**config.mk**
```make
export PLATFORM = sky130hd
export DESIGN_NAME = filter_loader_flat
export DESIGN_NICKNAME = d
export VERILOG_FILES = /design/src/rtl/filter_loader_if.sv /design/src/rtl/filter_loader.sv /design/src/flat_wrapper.sv
export SDC_FILE = /design/constraint.sdc
export NUM_CORES = 1
export LEC_CHECK = 0
export CORE_ASPECT_RATIO = 1.1
export CORE_MARGIN = 1.5
export CORE_UTILIZATION = 47
export CTS_CLUSTER_DIAMETER = 150
export DETAILED_ROUTE_END_ITERATION = 12
export PLACE_DENSITY = 0.95
export SETUP_SLACK_MARGIN = 0.02
export SLEW_MARGIN = 5
export SYNTH_ARGS = -nofsm -noshare
export SYNTH_HDL_FRONTEND = slang
export SYNTH_SLANG_ARGS = --single-unit
```
**constraint.sdc**
```tcl
create_clock -name clk -period 5.4 [get_ports clk]
set_clock_uncertainty 0.1 [all_clocks]
set_input_delay 1.08 -clock clk [delete_from_list [all_inputs] [get_ports clk]]
set_output_delay 1.08 -clock clk [all_outputs]
set_load 0.01 [all_outputs]
```
**src/rtl/filter_loader_if.sv**
```systemverilog
// -----------------------------------------------------------------------------
// filter_loader_if
// Bundles the three buses around the filter loader:
//   control side : start, base_addr, num_rows in; busy, done, err out
//   memory side  : mem_rd_en, mem_addr out; mem_rdata in (1-cycle read latency)
//   buffer side  : buff_ld, buff_row, buff_data out
// slave  : the loader itself
// master : whatever surrounds it (controller + filter memory + filter buffer)
// -----------------------------------------------------------------------------
interface filter_loader_if #(
    parameter int ADDR_W = 16
) ();
    logic              start;
    logic [ADDR_W-1:0] base_addr;
    logic [2:0]        num_rows;
    logic              mem_rd_en;
    logic [ADDR_W-1:0] mem_addr;
    logic [31:0]       mem_rdata;
    logic              buff_ld;
    logic [1:0]        buff_row;
    logic [31:0]       buff_data;
    logic              busy;
    logic              done;
    logic              err;

    modport slave (
        input  start, base_addr, num_rows, mem_rdata,
        output mem_rd_en, mem_addr, buff_ld, buff_row, buff_data, busy, done, err
    );

    modport master (
        output start, base_addr, num_rows, mem_rdata,
        input  mem_rd_en, mem_addr, buff_ld, buff_row, buff_data, busy, done, err
    );
endinterface

```
**src/rtl/filter_loader.sv**
```systemverilog
// -----------------------------------------------------------------------------
// filter_loader
// Writer-side sequencer for the 4x4 byte filter buffer. On an accepted start it
// reads num_rows consecutive 32-bit words from the filter memory starting at
// base_addr, and loads each returned word into the next buffer row, one row per
// cycle. done pulses once the last row is in; err pulses on a start request
// whose row count is out of range.
//
// Ports:
//   clk  : system clock, rising edge
//   rst  : synchronous active-high reset; aborts any transfer in progress
//   bus  : filter_loader_if.slave
//          start/base_addr/num_rows  - load request (sampled only in IDLE)
//          mem_rd_en/mem_addr        - registered memory read strobe/address
//          mem_rdata                 - read data, valid the cycle after the strobe
//          buff_ld/buff_row          - registered buffer row-load strobe/index
//          buff_data                 - straight from mem_rdata
//          busy/done/err             - status
//
// Timing for an N-row load whose start is sampled at edge E0:
//   reads in cycles 1..N, loads in cycles 2..N+1, done in cycle N+2,
//   busy in cycles 1..N+1.
// -----------------------------------------------------------------------------
module filter_loader #(
    parameter int ADDR_W   = 16,
    parameter int MAX_ROWS = 4
) (
    input  logic            clk,
    input  logic            rst,
    filter_loader_if.slave  bus
);
    typedef enum logic [1:0] {
        IDLE,
        FETCH,
        DRAIN,
        FIN
    } state_t;

    localparam logic [2:0] MAX_N = 3'(MAX_ROWS);

    state_t            state;
    logic [ADDR_W-1:0] base_q;   // captured base address
    logic [2:0]        num_q;    // captured row count
    logic [2:0]        rd_cnt;   // reads issued so far in this transfer
    logic [1:0]        rd_row;   // row index of the read currently on the bus

    // Memory data goes to the buffer unregistered: the read latency already
    // lines it up with the delayed buff_ld/buff_row.
    assign bus.buff_data = bus.mem_rdata;

    // NOTE: every register here is updated with non-blocking assignments so
    // that all right-hand sides see the pre-edge values; this is what makes
    // buff_ld/buff_row an exact one-cycle delay of mem_rd_en/rd_row.
    always_ff @(posedge clk) begin
        if (rst) begin
            state         <= IDLE;
            base_q        <= '0;
            num_q         <= '0;
            rd_cnt        <= '0;
            rd_row        <= '0;
            bus.mem_rd_en <= 1'b0;
            bus.mem_addr  <= '0;
            bus.buff_ld   <= 1'b0;
            bus.buff_row  <= '0;
            bus.busy      <= 1'b0;
            bus.done      <= 1'b0;
            bus.err       <= 1'b0;
        end else begin
            // Single-cycle pulses default low.
            bus.done     <= 1'b0;
            bus.err      <= 1'b0;

            // Load stage trails the read stage by the memory latency.
            bus.buff_ld  <= bus.mem_rd_en;
            bus.buff_row <= rd_row;

            case (state)
                IDLE: begin
                    if (bus.start) begin
                        if (bus.num_rows != 3'd0 && bus.num_rows <= MAX_N) begin
                            // Issue row 0 right away so the first read lands
                            // in cycle 1.
                            base_q        <= bus.base_addr;
                            num_q         <= bus.num_rows;
                            bus.mem_rd_en <= 1'b1;
                            bus.mem_addr  <= bus.base_addr;
                            rd_row        <= 2'd0;
                            rd_cnt        <= 3'd1;
                            bus.busy      <= 1'b1;
                            state         <= FETCH;
                        end else begin
                            bus.err <= 1'b1;
                        end
                    end
                end

                FETCH: begin
                    if (rd_cnt < num_q) begin
                        // Address arithmetic wraps at 2^ADDR_W.
                        bus.mem_rd_en <= 1'b1;
                        bus.mem_addr  <= base_q + ADDR_W'(rd_cnt);
                        rd_row        <= rd_cnt[1:0];
                        rd_cnt        <= rd_cnt + 3'd1;
                    end else begin
                        bus.mem_rd_en <= 1'b0;
                        state         <= DRAIN;
                    end
                end

                DRAIN: begin
                    // Final load is on the bus this cycle.
                    bus.busy <= 1'b0;
                    bus.done <= 1'b1;
                    state    <= FIN;
                end

                FIN: begin
                    // done is high here; start is deliberately not sampled.
                    state <= IDLE;
                end

                default: state <= IDLE;
            endcase
        end
    end
endmodule

```
**src/flat_wrapper.sv**
```systemverilog
// flat-port wrapper written by rule: the top's interface ports become plain ports
module filter_loader_flat 
#(
    parameter int ADDR_W   = 16,
    parameter int MAX_ROWS = 4
)
  (clk, rst, bus_start, bus_base_addr, bus_num_rows, bus_mem_rdata, bus_mem_rd_en, bus_mem_addr, bus_buff_ld, bus_buff_row, bus_buff_data, bus_busy, bus_done, bus_err);
  filter_loader_if #(.ADDR_W(ADDR_W)) bus_i ();
  input  logic clk;
  input  logic rst;
  input wire logic [$bits(bus_i.start)-1:0] bus_start;
  input wire logic [$bits(bus_i.base_addr)-1:0] bus_base_addr;
  input wire logic [$bits(bus_i.num_rows)-1:0] bus_num_rows;
  input wire logic [$bits(bus_i.mem_rdata)-1:0] bus_mem_rdata;
  output wire logic [$bits(bus_i.mem_rd_en)-1:0] bus_mem_rd_en;
  output wire logic [$bits(bus_i.mem_addr)-1:0] bus_mem_addr;
  output wire logic [$bits(bus_i.buff_ld)-1:0] bus_buff_ld;
  output wire logic [$bits(bus_i.buff_row)-1:0] bus_buff_row;
  output wire logic [$bits(bus_i.buff_data)-1:0] bus_buff_data;
  output wire logic [$bits(bus_i.busy)-1:0] bus_busy;
  output wire logic [$bits(bus_i.done)-1:0] bus_done;
  output wire logic [$bits(bus_i.err)-1:0] bus_err;
  assign bus_i.start = bus_start;
  assign bus_i.base_addr = bus_base_addr;
  assign bus_i.num_rows = bus_num_rows;
  assign bus_i.mem_rdata = bus_mem_rdata;
  assign bus_mem_rd_en = bus_i.mem_rd_en;
  assign bus_mem_addr = bus_i.mem_addr;
  assign bus_buff_ld = bus_i.buff_ld;
  assign bus_buff_row = bus_i.buff_row;
  assign bus_buff_data = bus_i.buff_data;
  assign bus_busy = bus_i.busy;
  assign bus_done = bus_i.done;
  assign bus_err = bus_i.err;
  filter_loader #(.ADDR_W(ADDR_W), .MAX_ROWS(MAX_ROWS)) u_core (.clk(clk), .rst(rst), .bus(bus_i));
endmodule
```
; Word-level counts from Yosys, hierarchy flattened
; Cells that the tools add are included.
[word_totals]
inputBits = 54
n_memories = 0
output_inout_bits = 55
latch_bits = 0
ram_bits = 0
reg_bits = 49
rom_bits = 0
[classes]
n_addsub = 2
n_mux = 23
shift = 0
div = 0
order_cmp = 2
n_reduce_logical = 11
bitwise = 2
mul = 0
n_eq_ne = 7
[op_table]
columns = cell, n
row1 = 2-to-1 mux 16 bit, 3
row2 = case mux 16 bit (2 select lines), 1
row3 = adder 16 x 3 -> 16 bit, 1
row4 = 2-to-1 mux 2 bit, 6
row5 = AND reduction 3 bit, 4
row6 = 2-to-1 mux 3 bit, 3
row7 = case mux 2 bit (4 select lines), 1
row8 = case mux 3 bit (2 select lines), 1
row9 = 2-to-1 mux 1 bit, 5
row10 = == test 2 bit (second input constant), 2
row11 = != test 2 x 1 -> 1 bit (second input constant), 2
row12 = != test 2 bit (second input constant), 2
row13 = case mux 1 bit (2 select lines), 2
row14 = case mux 2 bit (2 select lines), 1
row15 = AND reduction 4 bit, 1
row16 = nonzero test 2 bit, 2
row17 = adder 3 x 1 -> 3 bit (second input constant), 1
row18 = <= comparator 3 bit (second input constant), 1
row19 = less-than comparator 3 bit, 1
row20 = nonzero test 3 bit, 1
row21 = OR reduction 3 bit, 1
row22 = == test 2 x 1 -> 1 bit (second input constant), 1
row23 = logical NOT 2 bit, 1
row24 = inverter 1 bit, 2
row25 = logical AND 1 bit, 1

; Depth between registers and ports, before layout
; Gate-level depths: netlist (run 1).
[depth]
ltp_word = 5
mapped_depth = 9
mapped_depth_nobuf = 7

; Least setup slack after synthesis (run 1)
; Ideal clock, no wire load.
[synth_path]
path_type = in2reg
from = in bus_num_rows[0]
to = reg u_core.rd_row[0]
n_path_buf = 1
setup_ns = 0.133
arrival_time_ns = 2.302
stages = 6
required_time_ns = 5.167
path_slack_ns = 2.865
cell_sequence = or3_4 > a41oi_4 > a21o_4 > buf_6 > mux2i_1 > nor3_1
[synth_between]
elab_chain_cells = 4
word_cells_on_any_way = 5
classes_between = order compare (1) / eq/ne (1) / reduce/logical (3)
[synth_lines]
columns = element, line_no
row1 = "start, declared", flat_wrapper.sv:13  ; input wire logic [$bits(bus_i.num_rows)-1:0] bus_num_rows;
row2 = <= comparator 3 bit / nonzero test 3 bit (equally long branches), filter_loader.sv:80  ; if (bus.num_rows != 3'd0 && bus.num_rows <= MAX_N) begin
row3 = logical AND 1 bit (*), filter_loader.sv:80
row4 = != test 2 x 1 -> 1 bit (no line) (*), -
row5 = AND reduction 4 bit (no line) (*), -
row6 = "end signal, assigned", filter_loader.sv:102  ; rd_row <= rd_cnt[1:0];
row7 = "end, declared", filter_loader.sv:45  ; logic [1:0] rd_row;
; Every way passes the cells marked *; elsewhere a longest branch is shown, timed or not.
; A chain may end at the register's enable or synchronous reset.

; Final worst setup path (run 1)
[layout_path]
from = in bus_num_rows[0]
to = reg u_core.bus.mem_addr[5]
[layout_between]
elab_chain_cells = 4
word_cells_on_any_way = 5
classes_between = order compare (1) / eq/ne (1) / reduce/logical (3)
[layout_lines]
columns = element, line_no
row1 = <= comparator 3 bit / nonzero test 3 bit (equally long branches), filter_loader.sv:80
row2 = logical AND 1 bit (*), filter_loader.sv:80
row3 = != test 2 x 1 -> 1 bit (no line) (*), -
row4 = AND reduction 4 bit (no line) (*), -
row5 = "end signal, assigned", filter_loader.sv:86  ; bus.mem_addr <= bus.base_addr;
row6 = "end signal, assigned", filter_loader.sv:101  ; bus.mem_addr <= base_q + ADDR_W'(rd_cnt);
row7 = "end, declared", filter_loader_if.sv:28  ; output mem_rd_en, mem_addr, buff_ld, buff_row, buff_data, busy, done, err
; Marks and branches as above.

==> flow_metrics.py, run 1 <==
metrics = {
    "status": {
        "status": "complete, no violations",
    },
    "cts": {
        "cts_hold_buf": 0,
        "cts_tree": "done",
        "cts-buffers-inserted": 5,
        "post_cts_resized": 0,
        "path_clk_slew_ns": 0.08,
        "clock_path_buffers": 2,
        "root_buffer": "clkbuf_8",
        "clock_latency_ns": 0.32,
        "post-cts-setup-buffer-count": 0,
        "clock-sinks": 49,
        "htree_levels": 2,
    },
    "critical_path": {
        "cp_max_fo": 25,
        "path_cells": "clkdlybuf4s50_1 > or3_4 > a41oi_4 > a21o_4 > a2111oi_0 > a31o_2",
        "crit_path_end_kind": "flip-flop",
        "cp.arrival_ns": 3.12,
        "cp.required_ns": 5.50,
        "critPathKind": "primary input to flip-flop",
        "crit_path_start_kind": "primary input",
        "worst-path-buf-inv": 1,
        "critical_path.max_stage_delay_ns": 0.48,
        "cpMaxStageDelayCell": "clkdlybuf4s50_1",
        "cp_top_family": "compound AO/OA/AOI/OAI gates",
    },
    "floorplan": {
        "rows": 28,
        "die_w_um": 74.70,
        "core_um2": 5430,
        "dieArea_um2": 6115,
        "boundaryPins": 109,
        "start_util_pct": 48.94,
        "die_h_um": 81.87,
    },
    "logic_synthesis": {
        "synthesis.nets": 366,
        "synth_area_um2": 2658,
        "synth_area_per_cell_um2": 8.829,
        "ys_warn_count": 0,
        "synth_top_area_share_pct": 36.91,
        "synth_top_cell_by_area": "dfxtp_1",
        "synth_area_leaders": "dfxtp_1, buf_4, mux2i_1, nor2_1, ha_1",
        "synthCells": 301,
        "synth_edf_count": 0,
        "synth_most_common_cell": "dfxtp_1",
        "ys_types": 42,
        "ys_ff_latch": 49,
        "yosysSeqAreaShare_pct": 36.91,
        "synth_common_cells": "dfxtp_1, nor2_1, buf_4, a21oi_1, nand2_1",
        "synth-async-reset-ratio_pct": 0,
        "synth-main-ff-cell": "dfxtp_1",
    },
    "layout": {
        "n_fill_cell": 477,
        "multi_input_area_um2": 1343,
        "syn_to_final_growth_pct": 12.48,
        "num-nets-final": 374,
        "seqCellArea_um2": 980.9,
        "diodes": 0,
        "final_area_um2": 2989,
        "drive_gt1_share_pct": 4.854,
    },
    "global_routing": {
        "grt_pass1_vias": 2043,
        "grt_pass1_wl_um": 9273,
        "grt_max_degree": 30,
        "grt_antenna_before_repair": 0,
        "track_usage_pct": 19.56,
        "overflow": 0,
    },
    "timing": {
        "slew_viol_final": 0,
        "fin_setup_tns_ns": 0,
        "worst_slew_pin_slew_ns": 1.083,
        "rsz0062_at_grt": "false",
        "max_freq_ghz": 0.3312,
        "finalSetupViolCount": 0,
        "finalHoldViolCount": 0,
        "hold-worst-slack_ns": 0.3646,
        "post-route-period-util_pct": 55.91,
        "post-route-min-period_ns": 3.019,
        "timing.final.ws_setup_ns": 2.381,
        "slew_headroom_pct": 27.79,
    },
    "routing": {
        "vias": 2162,
        "drt-vias-per-instance": 5.630,
        "drc": 0,
        "drtPass1Iterations": 4,
        "drtIter0Drc": 160,
        "drtAntennaViolNets": 0,
        "wl_per_cell_um": 15.23,
        "drt_wl_total_um": 5847,
    },
    "pwr": {
        "p_per_area_nw_per_um2": 433.8,
        "p_leak_nw": 1.184,
        "ir_drop_mv": 0.2088,
    },
    "placed_design": {
        "port_buffers": 44,
        "place_hpwl_um": 4191,
        "place_ws_ns": 2.080,
        "placed_cell_area_um2": 2903,
        "place_congestion": 0.8152,
    },
    "min_path": {
        "hold_path.class": "flip-flop to flip-flop",
    },
    "run": {
        "maxCapViolations": 0,
    },
}
==> cells by family after synthesis <==
family / Yosys count / synth area share, %
xor gates and xnor gates: 13 / 4.284
buffers and inverters: 53 / 12.57
and+or+nand+nor: 89 / 15.77
muxes: 21 / 7.910
AOI/OAI and AO/OA: 65 / 17.09
adders and majority gates: 11 / 5.461
DFF: 49 / 36.91
==> power by group <==
group	internal (mW)	switching (mW)
Sequential	0.443	0.0607
Combinational	0.259	0.312
Clock	0.102	0.120
==> through the flow <==
| step | utilization (%) | instances | total power [mW] |
|---|---|---|---|
| 2_1_floorplan | - | 301 | 0.9132 |
| 3_3_place_gp | 53.46 | 377 | 1.050 |
| 3_5_place_dp | 53.46 | 377 | 1.076 |
| 4_1_cts | 55.05 | 384 | 1.299 |
| 5_1_grt | 55.05 | 384 | 1.379 |
| 6_report | 55.05 | 384 | 1.297 |
==> cells in the final DEF, fill, tap and decap left out, types with 7 or more instances in the layout <==
| cell type | count |
|---|---|
| nor2b_1 | 7 |
| o21ai_0 | 9 |
| nand2_1 | 22 |
| a21oi_1 | 24 |
| xnor2_1 | 9 |
| ha_1 | 10 |
| clkdlybuf4s50_1 | 44 |
| dfxtp_1 | 49 |
| mux2i_1 | 21 |
| nor2_1 | 35 |
| inv_1 | 8 |
==> tightest hold or removal path: cells and delay by family (launching register included) <==
family,cells,cell delay [ns]
flops,1,0.32
compound gates,1,0.05
simple gates,1,0.05
==> flip-flops by register name, indices dropped and copies added, names as in the netlist <==
signal,flops
u_core.base_q,16
u_core.bus.mem_addr,16
u_core.num_q,3
u_core.rd_cnt,3
u_core.bus.buff_row,2
u_core.rd_row,2
u_core.state,2
u_core.bus.buff_ld,1
u_core.bus.busy,1
u_core.bus.done,1
u_core.bus.err,1
u_core.bus.mem_rd_en,1
==> worst paths after layout <==
path                               start                       to  slack, ns  depth (start not counted)
hold / removal    u_core.bus.mem_addr[9]   u_core.bus.mem_addr[9]       0.36                          2
setup reg to reg         u_core.state[1]  u_core.bus.mem_addr[14]       2.42                          7
setup / recovery         bus_num_rows[0]   u_core.bus.mem_addr[5]       2.38                          6
hold reg to reg   u_core.bus.mem_addr[9]   u_core.bus.mem_addr[9]       0.36                          2
==> layout make-up <==
class	count	share of cell area, %
Multi-Input combinational cell	199	44.91
Sequential cell	49	32.82
Timing Repair Buffer	46	15.24
Tap cell	75	3.139
Clock buffer	7	2.888
Inverter	8	1.005
==> routing by layer <==
metal	vias up	global-route usage, %	routed length, µm
li1	1037	-	-
met1	1016	22.14	2392
met2	99	35.09	3001
met3	10	5.890	390
met4	0	5.818	62
met5	-	0	0
Note: power is estimated with default switching activity, not from simulation.
==> run 2, diff against run 1 <==
CORE_UTILIZATION = 39   (was 47)
PLACE_DENSITY = 0.87   (was 0.95)
clock period = 2.6 ns   (was 5.4 ns; I/O delays follow)
==> run 2 against run 1 <==
Non-clock buffer count rose by 7. Via count decreased by 3.1%. Critical endpoint is now u_core.bus.mem_addr[8]. Routed wire length shrank 2.7%. Critical path depth rose by 1. Worst hold slack worse by 0.0016 ns. Largest cell class unchanged.
==> flow_metrics.py, run 2 (synthesized netlist as in run 1, its figures left out) <==
metrics = {
    "floorplan": {
        "start_util_pct": 40.30,
        "die_w_um": 81.71,
        "dieArea_um2": 7319,
        "boundaryPins": 109,
        "die_h_um": 89.58,
        "core_um2": 6594,
        "rows": 31,
    },
    "critical_path": {
        "cp.arrival_ns": 2.53,
        "critical_path.max_stage_delay_ns": 0.41,
        "cpMaxStageDelayCell": "fa_1",
        "critPathKind": "flip-flop to flip-flop",
        "crit_top_cell": "a21oi_1",
        "cp_max_fo": 5,
        "r2r_cells": 7,
        "cp.required_ns": 2.74,
        "path_cells": "ha_1 > fa_1 > a21oi_1 > nor3_1 > xnor2_1 > a211o_1 > a21oi_1",
        "crit_path_start_kind": "flip-flop",
        "crit_path_end_kind": "flip-flop",
    },
    "layout": {
        "final_util_pct": 46.91,
        "final_common_cell": "dfxtp_1",
        "n_fill_cell": 611,
        "diodes": 0,
        "top_regs": "u_core.base_q (16), u_core.bus.mem_addr (16)",
        "syn_to_final_growth_pct": 16.38,
        "layout_common_cells": "dfxtp_1, clkdlybuf4s50_1, nor2_1, a21oi_1, nand2_1",
        "drive_gt1_share_pct": 7.256,
        "final_area_um2": 3093,
        "num-nets-final": 381,
    },
    "cts": {
        "root_buffer": "clkbuf_8",
        "clock_path_buffers": 2,
        "cts-buffers-inserted": 5,
        "post-cts-setup-buffer-count": 0,
        "htree_levels": 2,
        "post_cts_resized": 0,
        "clock_latency_ns": 0.31,
        "cts_tree": "done",
        "path_clk_slew_ns": 0.09,
        "clock-sinks": 49,
        "cts_hold_buf": 0,
    },
    "routing": {
        "drtAntennaViolNets": 0,
        "drtPass1Iterations": 4,
        "vias": 2096,
        "drt-vias-per-instance": 5.253,
        "wl_per_cell_um": 14.27,
        "drc": 0,
        "drtIter0Drc": 149,
        "drt_wl_total_um": 5692,
    },
    "timing": {
        "fin_setup_tns_ns": 0,
        "slew_viol_final": 0,
        "rsz0062_at_grt": "false",
        "timing.final.ws_setup_ns": 0.2134,
        "finalHoldViolCount": 0,
        "post-route-period-util_pct": 91.79,
        "post-route-min-period_ns": 2.387,
        "worst_slew_pin_slew_ns": 0.6210,
        "finalSetupViolCount": 0,
        "max_freq_ghz": 0.4190,
        "slew_headroom_pct": 58.41,
    },
    "pwr": {
        "p_total_mw": 2.854,
        "ir_drop_mv": 0.4715,
        "p_leak_nw": 1.236,
        "p_per_area_nw_per_um2": 922.7,
    },
    "global_routing": {
        "grt_pass1_vias": 1991,
        "grt_max_degree": 51,
        "grt_antenna_before_repair": 0,
        "track_usage_pct": 16.22,
        "grt_pass1_wl_um": 9177,
        "overflow": 0,
    },
    "placed_design": {
        "placed_cell_area_um2": 2977,
        "place_congestion": 0.8317,
        "port_buffers": 44,
        "place_ws_ns": 0.08056,
        "place_hpwl_um": 4176,
    },
    "status": {
        "status": "complete, no violations",
    },
    "min_path": {
        "hold_depth": 2,
        "hold_path.class": "flip-flop to flip-flop",
    },
    "run": {
        "maxCapViolations": 0,
    },
}
[run 2: changes by cell type in the layout (fill, tap and decap cells not counted)]
cell,before,now
buf_12,0,1
bufinv_16,0,1
buf_4,2,8
[run 2: layer usage]
metal	vias up	global-route usage, %	wire length [µm]
met1	961	20.32	2507
met2	65	26.82	2705
met3	22	4.040	363
met4	0	6.317	116
li1	1048	-	-
met5	-	0	0
[run 2: area by class of cell]
type,instances,area [µm²],area share (%)
well taps,82,102.6,3.317
flip-flops and latches,49,980.9,31.72
inverters,8,30.03,0.9709
multi-input cells,199,1343,43.41
clock buffers,7,86.33,2.791
repair buffers,53,520.5,16.83
clock inverters,1,30.03,0.9709
[run 2: per-stage QoR]
step,hold slack (ns),std cells
finish,0.3630,399
global route,0.3812,399
CTS,0.3656,399
detailed placement,0.3490,391
global placement,0.3408,391
floorplan,0.3274,301
[run 2: power by group]
| group | leakage (nW) | internal [mW] | total (mW) | switching (mW) |
|---|---|---|---|---|
| Sequential | 0.400 | 0.919 | 1.05 | 0.127 |
| Clock | 0.0585 | 0.314 | 0.562 | 0.249 |
| Combinational | 0.778 | 0.592 | 1.25 | 0.654 |
| Total | 1.24 | 1.82 | 2.85 | 1.03 |
[run 2: path summary, 6_finish.rpt]
path,slack [ns],start,endpoint
setup / recovery,0.21,u_core.rd_cnt[0],u_core.bus.mem_addr[8]
hold / removal,0.36,u_core.rd_row[1],u_core.rd_row[1]
setup reg to reg,0.21,u_core.rd_cnt[0],u_core.bus.mem_addr[8]
hold reg to reg,0.36,u_core.rd_row[1],u_core.rd_row[1]
[run 2: worst max-delay path, delay by kind of cell, from the launching register on]
family	cells	cell delay, ns
AO/OA/AOI/OAI	3	0.83
flip-flops	1	0.37
adder cells (fa/ha/maj)	2	0.68
XOR/XNOR	1	0.17
AND/OR/NAND/NOR	1	0.17
==> run 3, diff against run 2 <==
HOLD_SLACK_MARGIN = 0.03   (was default)
==> results of run 3 <==
Final layout, timing and power as in run 2 (identical DEF).
